--- src/rtl/ifu_mem_fetch.sv ---
// ifu_mem_fetch: one-outstanding instruction fetch over a req/gnt/rvalid port, with a valid/ready output and fault codes
module ifu_mem_fetch #(
    parameter int DATA_W  = 32,
    parameter int TIMEOUT = 255
) (
    input  logic              clk,
    input  logic              rst,
    input  logic              fetch_req,
    input  logic [DATA_W-1:0] pc,
    output logic              busy,
    output logic              imem_req,
    output logic [DATA_W-1:0] imem_addr,
    input  logic              imem_gnt,
    input  logic              imem_rvalid,
    input  logic [DATA_W-1:0] imem_rdata,
    input  logic              imem_err,
    output logic              valid,
    input  logic              ready,
    output logic [DATA_W-1:0] inst,
    output logic [DATA_W-1:0] inst_pc,
    output logic [1:0]        fault
);
    typedef enum logic [1:0] {IDLE, REQ, WAIT, VALID} state_t;
    localparam logic [7:0] LAST = 8'(TIMEOUT - 1);
    state_t     state;
    logic [7:0] cnt;
    logic       accept;
    assign accept   = fetch_req && (state == IDLE || (state == VALID && ready));
    assign busy     = state != IDLE;
    assign imem_req = state == REQ;
    assign valid    = state == VALID;
    always_ff @(posedge clk) begin
        if (!rst) begin
            state     <= IDLE;
            cnt       <= '0;
            imem_addr <= '0;
            inst_pc   <= '0;
            inst      <= '0;
            fault     <= 2'd0;
        end else if (accept) begin
            imem_addr <= pc;
            inst_pc   <= pc;
            inst      <= '0;
            state     <= pc[1:0] != 2'b00 ? VALID : REQ;
            fault     <= pc[1:0] != 2'b00 ? 2'd3 : 2'd0;
        end else begin
            case (state)
                REQ: if (imem_gnt) begin
                    state <= WAIT;
                    cnt   <= '0;
                end
                // a response arriving on the timeout cycle takes priority over the timeout
                WAIT: if (imem_rvalid) begin
                    inst  <= imem_err ? '0 : imem_rdata;
                    fault <= imem_err ? 2'd1 : 2'd0;
                    state <= VALID;
                end else if (cnt == LAST) begin
                    inst  <= '0;
                    fault <= 2'd2;
                    state <= VALID;
                end else begin
                    cnt <= cnt + 8'd1;
                end
                VALID: if (ready) state <= IDLE;
                default: ;
            endcase
        end
    end
endmodule

--- config.mk ---
export PLATFORM = sky130hd
export DESIGN_NAME = ifu_mem_fetch
export DESIGN_NICKNAME = d
export VERILOG_FILES = /design/src/rtl/ifu_mem_fetch.sv
export SDC_FILE = /design/constraint.sdc
export NUM_CORES = 1
export LEC_CHECK = 0
export CELL_PAD_IN_SITES_DETAIL_PLACEMENT = 0
export CELL_PAD_IN_SITES_GLOBAL_PLACEMENT = 2
export CORE_UTILIZATION = 22
export DETAILED_ROUTE_END_ITERATION = 6
export PLACE_DENSITY_LB_ADDON = 0.2
export RECOVER_POWER = 50
export SETUP_SLACK_MARGIN = 0.05
export SLEW_MARGIN = 10
export SYNTH_ARGS = -nofsm -noshare
export SYNTH_HDL_FRONTEND = slang
export SYNTH_SLANG_ARGS = --single-unit
--- constraint.sdc ---
create_clock -name clk -period 4.48 [get_ports clk]
set_input_delay 0.896 -clock clk [delete_from_list [all_inputs] [get_ports clk]]
set_output_delay 0.896 -clock clk [all_outputs]
set_load 0.005 [all_outputs]
Yosys cells after proc, flatten, opt, wreduce, memory -nomap -nowiden
Cells that the tools add are included.
Widths: inputs -> output; s select.
Storage, ports and cells
  bits of input ports: 71
  register bits: 76
  output and inout bits: 101
  word-level logic and storage cells: 54
Cells by class
  $add $sub $neg: 1
  reduce and logical (&&, ||, !) cells: 16
  muxes and demuxes: 20
  bitwise logic cells: 2
  eq/ne operators: 10
Operators by type and width (count)
  $mux 32: 3
  $mux 8: 3
  $mux 2: 11
  $pmux 8 s2: 1
  $reduce_bool 2->1: 5
  $add 8x1->8 const B: 1
  $eq 8x8->1 const B: 1
  $ne 3x1->1 const B: 2
  $pmux 2 s3: 1
  $reduce_and 5->1: 1
  $eq 2x2->1 const B: 2
  $ne 2x2->1 const B: 2
  $ne 4x4->1 const B: 1
  $reduce_and 2->1: 2
  $reduce_and 4->1: 1
  $reduce_bool 4->1: 1
  $reduce_bool 3->1: 1
  $eq 2x1->1 const B: 1
  $logic_and 1x1->1: 2
  $logic_not 2->1: 1
  $ne 2x1->1 const B: 1
  $not 1->1: 2
  $reduce_or 2->1: 1
  $logic_or 1x1->1: 1
  $mux 1: 1

Logic depth before layout (Yosys ltp)
Gate-level depths: netlist (run 1).
  depth in word-level cells: 6
  mapped depth: 8
  gate-level depth less buffers: 6

Worst setup path before layout (run 1)
Ideal clock, no wire load.
  path kind: input to register
  from: in ready
  to: reg cnt[7]
  required time: 4.363 ns
  stages on the path: 4
  path slack: 2.545 ns
  library setup time: 0.117 ns
  arrival time: 1.817 ns
  path buffers: 0
  cells stage by stage: a21oi_1 o211ai_1 a211o_1 a32o_1
On the way
  cells in the longest elaborated chain, start to end: 5
Ends and longest elaborated chain
  from (decl): RTL line 18  | input logic ready,
  $logic_and 1x1->1: RTL line 28  | assign accept = fetch_req && (state == IDLE || (state == VALID && ready));
  $logic_or 1x1->1: RTL line 28
  $logic_and 1x1->1: RTL line 28
  $not 1->1 (no source line)
  $reduce_and 5->1 (no source line)
  to (signal assigned): RTL line 62  | cnt <= cnt + 8'd1;
  to (decl): RTL line 26  | logic [7:0] cnt;
No other way between the ends.
A chain may end at the register's enable or synchronous reset.

Worst setup path in the final report (run 1)
  from: in ready
  to: reg inst[22]
On the way
  cells in the longest elaborated chain, start to end: 4
Ends and longest elaborated chain
  $logic_and 1x1->1: RTL line 28
  $logic_or 1x1->1: RTL line 28
  $logic_and 1x1->1: RTL line 28
  $reduce_or 2->1 (no source line)
  to (signal assigned): RTL line 54  | inst <= imem_err ? '0 : imem_rdata;
  to (decl): RTL line 19  | output logic [DATA_W-1:0] inst,
No other way between the ends.

==> results of run 1 <==
[cell type report]
class	count	share of cell area (%)
Clock buffer	12	5.029
Clock inverter	4	0.9323
Inverter	7	0.5152
Multi-Input combinational cell	232	24.98
Sequential cell	76	29.83
Tap cell	180	4.416
Timing Repair Buffer	176	34.30
[power by group through the flow]
| stage | clock, mW | sequential, mW | combinational (mW) |
|---|---|---|---|
| floorplan | 0 | 0.823 | 0.416 |
| global placement | 0 | 0.826 | 0.768 |
| detailed placement | 0 | 0.829 | 0.767 |
| CTS | 0.770 | 0.815 | 0.770 |
| global route | 0.800 | 0.820 | 0.812 |
| finish | 0.745 | 0.808 | 0.720 |
[layer usage]
metal	part of all wire (%)	global-route usage, %	vias to the layer above
met3	5.6	3.979	10
met2	46	21.86	105
met5	0	0	-
met1	47	16.69	1425
met4	1.5	5.093	0
li1	-	-	1508
[sequential cells by signal (all words and copies together), names as in the netlist]
name	count
state	2
inst_pc	32
fault	2
inst	32
cnt	8
[placed cells by master (no fill, tap or decap), types with 2 or more instances in the layout]
cell type / count
dlygate4sd3_1: 88
clkdlybuf4s50_1: 83
nand2_1: 77
dfxtp_1: 76
a21oi_1: 35
nor2_1: 34
a22oi_1: 32
clkbuf_16: 9
inv_1: 7
ha_1: 6
nand3_1: 5
o21ai_0: 5
buf_4: 5
a32o_1: 4
nor4_1: 3
nor3_1: 3
nor2_2: 2
o211ai_1: 2
o221a_2: 2
a31oi_1: 2
clkinv_2: 2
clkbuf_8: 2
[through the flow]
step                      instance area, um^2  util [%]  worst slack [ns]  cells
after floorplan                          3156         -             2.545    369
after global placement                   4796     34.42            0.9785    671
after detailed placement                 4796     34.42            0.8693    671
after CTS                                5100     36.60             1.232    687
after global routing                     5100     36.60             1.011    687
final                                    5100     36.60             1.319    687
[synth_stat cells (all sizes together) (2+ instances only)]
cell type  number
clkbuf         11
nor3            3
dfxtp          76
o21ai           5
a21oi          35
a32o            4
nor4            3
o221a           2
a31o            2
a211o           2
buf            43
a22oi          32
inv             7
nand2          77
a31oi           3
nand3           6
nor2           36
o211ai          2
and3            2
ha              6
[cells by family (layout without fill, tap and decap cells)]
family | count (synthesis) | after routing
simple gates | 135 | 135
compound gates | 91 | 91
flops | 76 | 76
buf+inv | 61 | 199
fa+ha+maj | 6 | 6
[worst max-delay path, cell delays in order]
cell and delay (ns):
clkdlybuf4s50_1 0.43, a21oi_1 0.29, nand2b_1 0.62, nand2_1 0.84, nor2_1 0.31
[path summary, 6_finish.rpt]
path                                  start     endpoint  slack (ns)  cells after the start
worst max register to register     state[0]     inst[22]        1.67                      6
worst min register to register  inst_pc[21]  inst_pc[21]        0.46                      2
worst min-delay path            inst_pc[21]  inst_pc[21]        0.46                      2
worst max-delay path                  ready     inst[22]        1.32                      5
==> run summary, run 1 <==
Outcome: completed
Root Driver: clkbuf_16
Total CTS buffers: 9
Post-synth EDFFs: 0
Post-Syn Nets: 446
Post-CTS setup repair buffer count: 0
CP startpoint kind: input pin
Setup CP Type: input pin to flip-flop
Ant. Diodes: 0
Switch Pwr: 707.0 uW
Grt total ovfl: 0
Core area: 13930 um^2
Die H: 121.8 um
# fillers: 1399
Max-slew violations: 0
DRC viols: 0
Synth top area cells: dfxtp_1, nand2_1, a22oi_1
Asr flop ratio synth: 0%
Die X: 121.8 um
Leading area contributor after synthesis: dfxtp_1
MaxCap Viol Count: 0
Post-synthesis sequential area ratio: 48.22%
Hold_buf cts: 0
Final Power: 2.272 mW
Unrepaired setup endpoints after global routing: false
Leak: 2.074 nW
Gp weighted congestion: 0.7551
Htree depth: 3
Area of the multi-input gates: 1274 um^2
# nets final: 579
Yosys warning count: 0
Main combinational cell family by area after synthesis: compound AO/OA/AOI/OAI gates
GR Util All Layers: 13.46%
Synth unique cells: 40
Storage element area: 1521 um^2
Initial antenna violation count: 0
Max FO, Critical Path: 32
# setup viols final: 0
Syn Inst Count: 369
Clk sinks: 76
Post-DP HPWL: 6882 um
Post-synth top area share: 48.22%
Fin Clk Skew: 0.005968 ns
Starting density of the core: 22.65%
WL final: 9827 um
Area grow syn2layout: 61.62%
CTS tree: done
CTS resizes: 0
Post-synthesis xor/xnor area fraction: 0%
P_int: 1.565 mW
Row count: 43
Primary FF master, synth: dfxtp_1
Worst path required time: 4.73 ns
Worst hold slack: 0.4646 ns
Max IR drop VDD: 0.2035 mV
Period utilization: 70.55%
Synth Area in Adders: 2.379%
Worst Path Arrival: 3.41 ns
Fin. Hold Viols: 0
Via count: 3048
Die ar.: 14830 um^2
Sequential share of power: 35.5%
Vias in the first global route: 2927
Routed WL per cell: 14.30 um
TNS Setup: 0 ns
Largest net degree at the start of global routing: 33
Flops & latches, synth: 76
Mux cell area share after synthesis: 0%
DRT antenna net count: 0
Clock-pin slew on the worst setup and hold paths: 0.06 ns
Syn Area/Cell: 8.552 um^2
First-pass DRT Iterations: 4
Slew headroom: 26.19%
Synth Cell Area: 3156 um^2
First-pass GRT wire length: 15210 um
Switching share of power: 31.11%
Combinational share of power: 31.7%
DR iter-0 viols: 141
Synth Area in Simple Gates: 18.04%
Share of total power in the clock network: 32.8%
Tightest Pin Transition: 1.104 ns
Complex-gate fraction of the synthesized area: 19.51%
Layout cells sized above 1: 6.114%
I/O pins: 172
Clk buf depth: 2
Setup crit end kind: flip-flop
Routed vias/inst: 4.437
PD cells: 445.6 nW/um^2
Type of the worst min-delay path: flip-flop to flip-flop
Post-layout min period: 3.161 ns
IO Port Bufs: 171
Worst skew pair latency: 0.33 ns
F_max: 0.3164 GHz
Note: power is estimated with default switching activity, not from simulation.
==> run 2: changes to the inputs <==
Settings changed: CORE_UTILIZATION 22 to 19.
Clock period 4.48 ns to 2.9 ns, I/O delays scaled along.
==> run summary, run 2 (synthesis gave the netlist of run 1 again) <==
WL final: 10220 um (was 9827 um)
Unrepaired setup endpoints after global routing: false (unchanged)
Layout cells sized above 1: 7.045% (was 6.114%)
F_max: 0.4645 GHz
Fin Clk Skew: 0.005711 ns (was 0.005968 ns)
Post-layout min period: 2.153 ns
# placed instances: 711 (was 671)
Core area: 16060 um^2 (was 13930 um^2)
CTS tree: done (unchanged)
Routed vias/inst: 4.226 (was 4.437)
Worst setup startpoint: state[0] (was ready)
Gp weighted congestion: 0.7142 (was 0.7551)
GR Util All Layers: 12.18% (was 13.46%)
Clock-pin slew on the worst setup and hold paths: 0.06 ns (about the same)
Fin. Hold Viols: 0 (unchanged)
Leak: 2.099 nW (was 2.074 nW)
PD cells: 705.9 nW/um^2 (was 445.6 nW/um^2)
Post-DP Area: 4871 um^2 (was 4796 um^2)
TNS Setup: 0 ns (unchanged)
DRT antenna net count: 0 (unchanged)
DRC viols: 0 (unchanged)
Largest registers: inst (32), inst_pc (32), cnt (8) (unchanged)
I/O pins: 172 (unchanged)
Post-DP HPWL: 7324 um (was 6882 um)
Outcome: completed (unchanged)
Worst path required time: 2.32 ns (was 4.73 ns)
Htree depth: 3 (unchanged)
Highest-count cells in the layout ignoring fill and taps: dlygate4sd3_1, clkdlybuf4s50_1, nand2_1, dfxtp_1, a21oi_1 (unchanged)
Clk buf depth: 2 (unchanged)
Die H: 130.9 um (was 121.8 um)
Critical path's most frequent cell: inv_1
Cells along the critical path: inv_1 > ha_1 > inv_1 > clkdlybuf4s50_1 (was clkdlybuf4s50_1 > a21oi_1 > nand2b_1 > nand2_1 > nor2_1)
Area grow syn2layout: 65.07% (was 61.62%)
Fin util: 32.44% (was 36.60%)
Flop2flop setup slack: 0.82 ns (was 1.67 ns)
Largest net degree at the start of global routing: 33 (unchanged)
Initial antenna violation count: 0 (unchanged)
Via count: 3072 (was 3048)
Starting density of the core: 19.65% (was 22.65%)
Max IR drop VDD: 0.2413 mV (was 0.2035 mV)
Slew headroom: 55.01% (was 26.19%)
Setup crit end kind: primary output (was flip-flop)
Critical path capture point: busy (was inst[22])
WP depth: 4 (was 5)
Routed WL per cell: 14.05 um (was 14.30 um)
Row count: 46 (was 43)
Type of the worst min-delay path: flip-flop to flip-flop (unchanged)
# fillers: 1667 (was 1399)
Worst hold slack: 0.4641 ns (was 0.4646 ns)
Die X: 130.9 um (was 121.8 um)
Period utilization: 74.24%
Buf+Inv Stages, Crit Path: 3 (was 1)
CTS resizes: 0 (unchanged)
DR iter-0 viols: 153 (was 141)
CP startpoint kind: flip-flop (was input pin)
CP max-delay cell: clkdlybuf4s50_1 (was nand2_1)
Post-CTS setup repair buffer count: 0 (unchanged)
MaxCap Viol Count: 0 (unchanged)
Worst Path Arrival: 1.57 ns (was 3.41 ns)
Clk sinks: 76 (unchanged)
First-pass DRT Iterations: 4 (unchanged)
Max FO, Critical Path: 3 (was 32)
Vias in the first global route: 2942 (was 2927)
First-pass GRT wire length: 15660 um (was 15210 um)
Reg2reg path depth: 6 (unchanged)
Max-slew violations: 0 (unchanged)
# nets final: 583 (was 579)
CP max stage delay: 0.51 ns (was 0.84 ns)
Hold_buf cts: 0 (unchanged)
Die ar.: 17130 um^2 (was 14830 um^2)
Reg-to-Reg Start: state[0] (unchanged)
Storage element area: 1521 um^2 (unchanged)
# setup viols final: 0 (unchanged)
Root Driver: clkbuf_16 (unchanged)
Commonest non-fill, non-tap cell in the layout: dlygate4sd3_1 (unchanged)
Final Instance Area: 5209 um^2 (was 5100 um^2)
Reg2reg end: state[1] (was inst[22])
Total CTS buffers: 9 (unchanged)
Setup CP Type: flip-flop to primary output (was input pin to flip-flop)
Area of the multi-input gates: 1274 um^2 (unchanged)
Ant. Diodes: 0 (unchanged)
Finished Layout Cells: 727 (was 687)
Cell family with most CP delay: buffers and inverters (was simple AND/OR/NAND/NOR gates)
Grt total ovfl: 0 (unchanged)
Worst skew pair latency: 0.34 ns (was 0.33 ns)
IO Port Bufs: 171 (unchanged)
Tightest Pin Transition: 0.6748 ns (was 1.104 ns)
## run 2: tightest hold or removal path: stages, from the launching register on
cell     delay (ns)
dfxtp_1        0.31
nand2_1        0.05
a21oi_1        0.05
## run 2: worst min-delay path by stage
stage / from / end / cells after the start
after floorplan: inst_pc[0] / inst_pc[0] / 2
after global placement: inst_pc[31] / inst_pc[31] / 2
after detailed placement: inst_pc[15] / inst_pc[15] / 2
after CTS: inst_pc[15] / inst_pc[15] / 2
after global routing: inst_pc[19] / inst_pc[19] / 2
final: inst_pc[12] / inst_pc[12] / 2
## run 2: power breakdown
part	total [mW]	switching [mW]	internal, mW
Clock	1.29	0.457	0.837
Sequential	1.25	0.0867	1.17
Combinational	1.13	0.573	0.557
## run 2: area by class of cell
| type | count | share of cell area (%) |
|---|---|---|
| repair buffers | 180 | 34.11 |
| flip-flops and latches | 76 | 29.21 |
| multi-input cells | 232 | 24.45 |
| well taps | 216 | 5.189 |
| clock buffers | 9 | 4.324 |
| clock inverters | 7 | 2.210 |
| inverters | 7 | 0.5044 |
## run 2: routing by layer
layer | GRT usage [%] | vias to the layer above | part of all wire (%)
met2 | 19.55 | 124 | 47
met4 | 5.071 | 0 | 1.6
li1 | - | 1513 | -
met3 | 4.194 | 14 | 7.9
met1 | 14.83 | 1421 | 44
met5 | 0 | - | 0
## run 2: per-stage QoR
step                total power [mW]  setup slack, ns
floorplan                      1.914            1.188
global placement               2.497           0.6354
detailed placement             2.493           0.6243
CTS                            3.821           0.7264
global route                   3.928           0.6192
finish                         3.677           0.7472
